## src/rtl/comparator_seq_ctrl.sv

```systemverilog
// Sequential magnitude comparator controller: walks two SLICES*3-bit operands LSB-slice first
// through an external 3-bit cascadable comparator and reports lt/eq/gt plus a sticky error.
module comparator_seq_ctrl #(
    parameter int SLICES = 4
) (
    input  logic                  clk,
    input  logic                  rst,
    input  logic                  start,
    input  logic [3*SLICES-1:0]   a_in,
    input  logic [3*SLICES-1:0]   b_in,
    output logic [2:0]            sl_a,
    output logic [2:0]            sl_b,
    output logic                  sl_l,
    output logic                  sl_e,
    output logic                  sl_g,
    input  logic                  sl_lt,
    input  logic                  sl_eq,
    input  logic                  sl_gt,
    output logic                  busy,
    output logic                  done,
    output logic                  lt,
    output logic                  eq,
    output logic                  gt,
    output logic                  err
);

    localparam int W     = 3 * SLICES;
    localparam int IDX_W = (SLICES > 1) ? $clog2(SLICES) : 1;
    localparam logic [IDX_W-1:0] LAST_IDX = IDX_W'(SLICES - 1);

    typedef enum logic [1:0] {
        IDLE,
        RUN,
        FIN
    } state_t;

    state_t           state_reg;
    logic [IDX_W-1:0] idx_reg;
    logic [W-1:0]     a_reg;
    logic [W-1:0]     b_reg;
    logic [2:0]       casc_reg;
    logic [2:0]       res_reg;
    logic             busy_reg;
    logic             done_reg;
    logic             err_reg;

    logic [2:0]       a_slice [SLICES];
    logic [2:0]       b_slice [SLICES];
    logic [2:0]       slice_res;
    logic             last_slice;

    generate
        for (genvar gi = 0; gi < SLICES; gi++) begin : g_slice
            assign a_slice[gi] = a_reg[3*gi +: 3];
            assign b_slice[gi] = b_reg[3*gi +: 3];
        end
    endgenerate

    assign slice_res  = {sl_lt, sl_eq, sl_gt};
    assign last_slice = (idx_reg == LAST_IDX);

    always_ff @(posedge clk or posedge rst) begin
        if (rst) begin
            state_reg <= IDLE;
            idx_reg   <= '0;
            a_reg     <= '0;
            b_reg     <= '0;
            casc_reg  <= 3'b010;
            res_reg   <= 3'b000;
            busy_reg  <= 1'b0;
            done_reg  <= 1'b0;
            err_reg   <= 1'b0;
        end else begin
            done_reg <= 1'b0;
            case (state_reg)
                IDLE: begin
                    if (start) begin
                        a_reg     <= a_in;
                        b_reg     <= b_in;
                        idx_reg   <= '0;
                        casc_reg  <= 3'b010;
                        res_reg   <= 3'b000;
                        err_reg   <= 1'b0;
                        busy_reg  <= 1'b1;
                        state_reg <= RUN;
                    end
                end
                RUN: begin
                    // A malformed slice result aborts the walk; the partial answer is meaningless.
                    if (!$onehot(slice_res)) begin
                        err_reg   <= 1'b1;
                        res_reg   <= 3'b000;
                        done_reg  <= 1'b1;
                        state_reg <= FIN;
                    end else if (last_slice) begin
                        res_reg   <= slice_res;
                        done_reg  <= 1'b1;
                        state_reg <= FIN;
                    end else begin
                        casc_reg <= slice_res;
                        idx_reg  <= idx_reg + 1'b1;
                    end
                end
                FIN: begin
                    busy_reg  <= 1'b0;
                    casc_reg  <= 3'b010;
                    state_reg <= IDLE;
                end
                default: state_reg <= IDLE;
            endcase
        end
    end

    // Slices are only presented while walking; otherwise the comparator sees a neutral input.
    assign sl_a = (state_reg == RUN) ? a_slice[idx_reg] : 3'b000;
    assign sl_b = (state_reg == RUN) ? b_slice[idx_reg] : 3'b000;
    assign sl_l = (state_reg == RUN) ? casc_reg[2] : 1'b0;
    assign sl_e = (state_reg == RUN) ? casc_reg[1] : 1'b1;
    assign sl_g = (state_reg == RUN) ? casc_reg[0] : 1'b0;

    assign busy = busy_reg;
    assign done = done_reg;
    assign lt   = res_reg[2];
    assign eq   = res_reg[1];
    assign gt   = res_reg[0];
    assign err  = err_reg;

endmodule

```

## config.mk

```make
export PLATFORM = sky130hd
export DESIGN_NAME = comparator_seq_ctrl
export DESIGN_NICKNAME = d
export VERILOG_FILES = /design/src/rtl/comparator_seq_ctrl.sv
export SDC_FILE = /design/constraint.sdc
export NUM_CORES = 1
export LEC_CHECK = 0
export CORE_ASPECT_RATIO = 1.1
export CORE_UTILIZATION = 55
export CTS_BUF_LIST = sky130_fd_sc_hd__clkbuf_8
export DETAILED_ROUTE_END_ITERATION = 8
export GPL_ROUTABILITY_DRIVEN = 0
export GPL_TIMING_DRIVEN = 0
export PLACE_DENSITY = 0.88
export SLEW_MARGIN = 20
export SYNTH_ARGS = -nofsm -noshare
export SYNTH_HDL_FRONTEND = slang
export SYNTH_SLANG_ARGS = --single-unit
export TNS_END_PERCENT = 20
```

## constraint.sdc

```tcl
create_clock -name clk -period 4.4 [get_ports clk]
set_input_delay 1.1 -clock clk [delete_from_list [all_inputs] [get_ports clk]]
set_output_delay 1.1 -clock clk [all_outputs]
set_load 0.005 [all_outputs]
```

Yosys cells after proc, flatten, opt, wreduce, memory -nomap -nowiden
Cells that the tools add are included.

storage, ports and cells
  logic and storage cells = 69
  output and inout port bits = 15
  register bits = 37
  bits of input ports = 30

operators by class
  bitwise logic cells = 1
  multiplexer cells = 35
  order comparisons = 1
  $add $sub $neg = 3
  equality and inequality tests = 9
  reductions and logical operators = 11

operator list
  kind                   number
  $mux W3                12
  $bmux W3 S2            2
  $mux W2                6
  $mux W1                9
  $pmux W3 S3            1
  $ne A2 B2 Y1 const B   4
  $pmux W2 S2            2
  $reduce_and A4 Y1      2
  $pmux W3 S2            1
  $reduce_and A2 Y1      3
  $reduce_and A3 Y1      2
  $eq A2 B1 Y1 const B   2
  $eq A2 B2 Y1 const B   2
  $pmux W1 S2            2
  $reduce_bool A2 Y1     2
  $ge A3 B3 Y1 const B   1
  $ne A3 B3 Y1 const B   1
  $not A2 Y3             1
  $reduce_bool A3 Y1     1
  $add A1 B1 Y2          1
  $add A2 B1 Y2          1
  $add A2 B1 Y2 const B  1
  $logic_not A2 Y1       1

Depth between registers and ports, before layout
  depth after elaboration = 5
  depth in mapped cells = 4
  mapped depth without buffers = 4

Worst setup path before layout
No wires, ideal clock.

  kind = in2reg
  from = in sl_lt
  to = reg res_reg[1]
  setup time = 125 ps
  buffers on the path = 0
  arrival time = 2442 ps
  slack = 1833 ps
  cell stages on the path = 4
  cells stage by stage = fa_1 nor3b_4 a211oi_2 mux2_2

between the ends
  cells in the longest elaborated chain, start to end = 4

ends and longest elaborated chain
  item                                                               line  text
  start, declared                                                    16    input logic sl_lt,
  $add A2 B1 Y2 (implied by the code) (*)                            90    if (!$onehot(slice_res)) begin
  $eq A2 B1 Y1 (*)                                                   90
  $ne A3 B3 Y1 (no line) / $mux W3 (equally long branches)           -
  $reduce_and A3 Y1 (no line) / $pmux W3 S2 (equally long branches)  -
  end signal, assigned                                               96    res_reg <= slice_res;
  end, declared                                                      42    logic [2:0] res_reg;

Every way passes the cells marked *; elsewhere a longest branch is shown, timed or not.
A chain may end at the register's enable or synchronous reset.

Worst setup path in the final report
  from = reg idx_reg[0]
  to = out sl_a[2]

between the ends
  cells in the longest elaborated chain, start to end = 5

ends and longest elaborated chain
  item                                        line  text
  start, declared                             38    logic [IDX_W-1:0] idx_reg;
  start signal, assigned                      101   idx_reg <= idx_reg + 1'b1;
  $not A2 Y3 (implied by the code)            115   assign sl_a = (state_reg == RUN) ? a_slice[idx_reg] : 3'b000;
  $bmux W3 S2                                 115
  $mux W3 (implied by the code) (2 in a row)  115
  $mux W3                                     115
  end, declared                               11    output logic [2:0] sl_a,

Every way passes these cells. The select of a mux whose other input is x is not followed.

==> metrics.md <==
| Metric | Value |
|---|---|
| Outcome | `finished with violations` |
| Failing checks | `DRC` |
| WP data arrival | `2.09 ns` |
| CP startpoint kind | `flip-flop` |
| Drt first-iter violations | `65` |
| Post-route insts no fill | `214` |
| EDFF count, synth | `0` |
| Synth Area in Adders | `1.760%` |
| DP HPWL | `2800 µm` |
| Post-cts resize count | `0` |
| Synth Area in Simple Gates | `11.65%` |
| Die Width | `57.27 µm` |
| Core Region | `3127 µm²` |
| Highest-delay cell along the critical path | `mux4_2` |
| Largest family of logic cells by synthesized area | `multiplexers` |
| Crit Path Class | `reg2out` |
| Root Driver | `clkbuf_8` |
| HP Start | `res_reg[2]$_DFFE_PP0P_` |
| Synthesized netlist cell count | `128` |
| Largest net degree at the start of global routing | `38` |
| Minimum clock period | `3.190 ns` |
| Setup Skew | `0.007042 ns` |
| VDD IR-drop max | `0.3400 mV` |
| Drt drc | `1` |
| Util after Layout | `77.19%` |
| Post-CTS Setup Inserts | `0` |
| Sw Share | `30.11%` |
| Layout cells sized above 1 | `28.89%` |
| Seq pwr share | `41.0%` |
| Ports | `45` |
| Sw Pwr | `0.4243 mW` |
| Final hold slack | `0.5090 ns` |
| Final instance area | `2414 µm²` |
| RSZ-0062 raised after global routing | `false` |
| # rows | `21` |
| Dpl ws | `1.206 ns` |
| Area Overhead vs Synth | `30.60%` |
| Area of the mapped netlist | `1848 µm²` |
| CTS tree | `yes` |
| CTS Sinks | `37` |
| Setup TNS | `0 ns` |
| Critical Path Sink Type | `primary output` |
| Setup ws final | `1.210 ns` |
| Total of max-cap violations | `0` |
| FF-to-FF path depth | `4` |
| Crit-path cells | `buf_2 > mux4_2 > and2_1 > clkdlybuf4s50_1` |
| Fmax | `0.3135 GHz` |
| R2r startpoint | `idx_reg[0]$_DFFE_PP0P_` |
| Initial core utilization | `59.10%` |
| Worst-Skew Late Latency | `0.30 ns` |
| Post-synthesis mux area share | `27.62%` |
| Die Span Y | `62.80 µm` |
| Num CTS Buffers | `5` |
| Port bufs | `44` |
| Worst-Margin Slew | `0.7527 ns` |
| XOR/XNOR Fraction of Synth Area | `0%` |
| #FFs+latches synth | `37` |
| CTS Hold Buffers Added | `0` |
| Combinational fraction of design power | `42.7%` |
| DR vias/cell | `5.813` |
| Gr usage total | `25.41%` |
| Yosys warns | `0` |
| Routed WL per cell | `17.90 µm` |
| Sequential share of the synthesized area | `50.17%` |
| Post-Route WL | `3830 µm` |
| Hold Path End | `res_reg[2]$_DFFE_PP0P_` |
| Clock power frac | `16.3%` |
| Reg clk slew, reported paths | `0.07 ns` |
| CTS Buffer Depth | `2` |
| Antenna Violating Nets Remaining | `0` |
| PwrDens | `583.9 nW/µm²` |
| Synth cell types | `38` |
| CP Data Required Time | `3.30 ns` |
| Cells after DPL | `206` |
| First-pass GRT wire length | `6541 µm` |
| Slew Viols, Final | `0` |
| P_int | `0.9849 mW` |
| Vias | `1244` |
| Initial antenna violation count | `0` |
| Final Setup Violations | `0` |
| Mean Syn Cell Area | `14.44 µm²` |
| Main flop type after synthesis | `dfrtp_1` |
| Die ar. | `3596 µm²` |
| Max FO, Critical Path | `9` |
| Static leakage | `1.051 nW` |
| Syn Nets | `160` |
| Grt total ovfl | `0` |
| Post-layout power | `1.409 mW` |
| Filler cell count | `187` |
| R2r endpoint | `res_reg[0]$_DFFE_PP0P_` |
| Ant diodes | `0` |
| Hold Vio Cnt, Final | `0` |
| R2R Setup Slk | `2.77 ns` |
| Drt pass-1 iters | `7` |
| Hold Crit Depth | `1` |
| Fin crit share | `72.50%` |
| Compound-Gate Fraction of Synth Area | `5.349%` |
| Placed Area | `2331 µm²` |
| Number of global-route vias before repair | `1388` |
| Hold WC Path Type | `reg2reg` |
| Synth async-reset ratio | `100.0%` |
| Nets@finish | `211` |
| H-tree Lvls | `2` |
| Largest stage delay, worst path | `0.55 ns` |
| Relative slew slack | `49.75%` |
critical path, delay by kind of cell (launching register included):
family / cells / cell delay (ns)
buffers and inverters: 2 / 0.72
flip-flops: 1 / 0.35
AND/OR/NAND/NOR: 1 / 0.18
multiplexers: 1 / 0.55
layout make-up:
cell class              instances  area [µm²]  share of cell area (%)
well taps                      34       42.54                   1.763
flip-flops and latches         37       927.1                   38.41
multi-input cells              80       857.1                   35.51
repair buffers                 44       440.4                   18.25
clock buffers                   5       68.82                   2.851
inverters                       4       15.01                  0.6221
plain buffers                   7       48.80                   2.022
clock inverters                 3       13.76                  0.5702
synth_stat cells, types with 2 or more instances:
library cell | count | area share, %
and3_1 | 3 | 1.0
buf_2 | 3 | 0.81
o211ai_1 | 2 | 0.81
nor2b_1 | 2 | 0.68
mux4_2 | 6 | 7.3
inv_1 | 4 | 0.81
nor2_1 | 4 | 0.81
nand2_1 | 3 | 0.61
dfrtp_1 | 36 | 49
mux2_4 | 19 | 15
a21oi_1 | 3 | 0.81
o2bb2ai_1 | 2 | 0.95
o21ai_0 | 2 | 0.54
buf_6 | 2 | 1.2
and2_1 | 8 | 2.7
mux2_2 | 7 | 4.3
per-layer routing:
layer	vias to the layer above	share of wire (%)	global-route usage, %
met3	6	4.3	8.075
met4	0	2.0	10.06
met2	41	55	44.71
met5	-	0	0
li1	565	-	-
met1	632	39	28.05
how the worst max path moves through the flow:
stage	startpoint	cells past startpoint	end	slack [ns]
detailed placement	sl_lt	5	res_reg[0]$_DFFE_PP0P_	1.21
finish	idx_reg[0]$_DFFE_PP0P_	4	sl_a[2]	1.21
CTS	idx_reg[0]$_DFFE_PP0P_	4	sl_a[2]	1.20
global placement	sl_lt	5	res_reg[2]$_DFFE_PP0P_	1.24
floorplan	sl_lt	4	res_reg[1]$_DFFE_PP0P_	1.83
global route	idx_reg[0]$_DFFE_PP0P_	4	sl_b[2]	1.13
cell usage in the layout (no fill, tap or decap), drive strengths merged:
cell type,netlist,final
clkinv,0,2
ha,1,1
nand3b,1,1
a21oi,3,3
nor2,5,5
mux4,6,6
nor3b,2,2
and3,3,3
nor2b,2,2
nand3,1,1
fa,1,1
a32oi,1,1
nor3,1,1
clkdlybuf4s50,0,44
o211ai,2,2
nor4b,1,1
o2bb2ai,2,2
nand2b,2,2
dfstp,1,1
buf,7,7
inv,4,5
and2,8,8
nand4bb,1,1
a211oi,2,2
nor4,1,1
nand2,3,3
clkbuf,0,5
mux2,27,27
o21ai,2,2
dfrtp,36,36
a31oi,1,1
o22ai,1,1
cell families (layout without fill, tap and decap cells):
logic type / after synthesis / count (layout)
simple gates: 31 / 31
fa+ha+maj: 2 / 2
flops: 37 / 37
compound gates: 14 / 14
mux: 33 / 33
buf+inv: 11 / 63
power by group through the flow:
stage | clock network (mW) | logic (mW) | registers [mW]
final | 0.229 | 0.602 | 0.578
after global routing | 0.249 | 0.647 | 0.594
after CTS | 0.234 | 0.607 | 0.579
after detailed placement | 0 | 0.605 | 0.581
after global placement | 0 | 0.584 | 0.566
after floorplan | 0 | 0.433 | 0.551
Power figures use the tool's default switching activity.
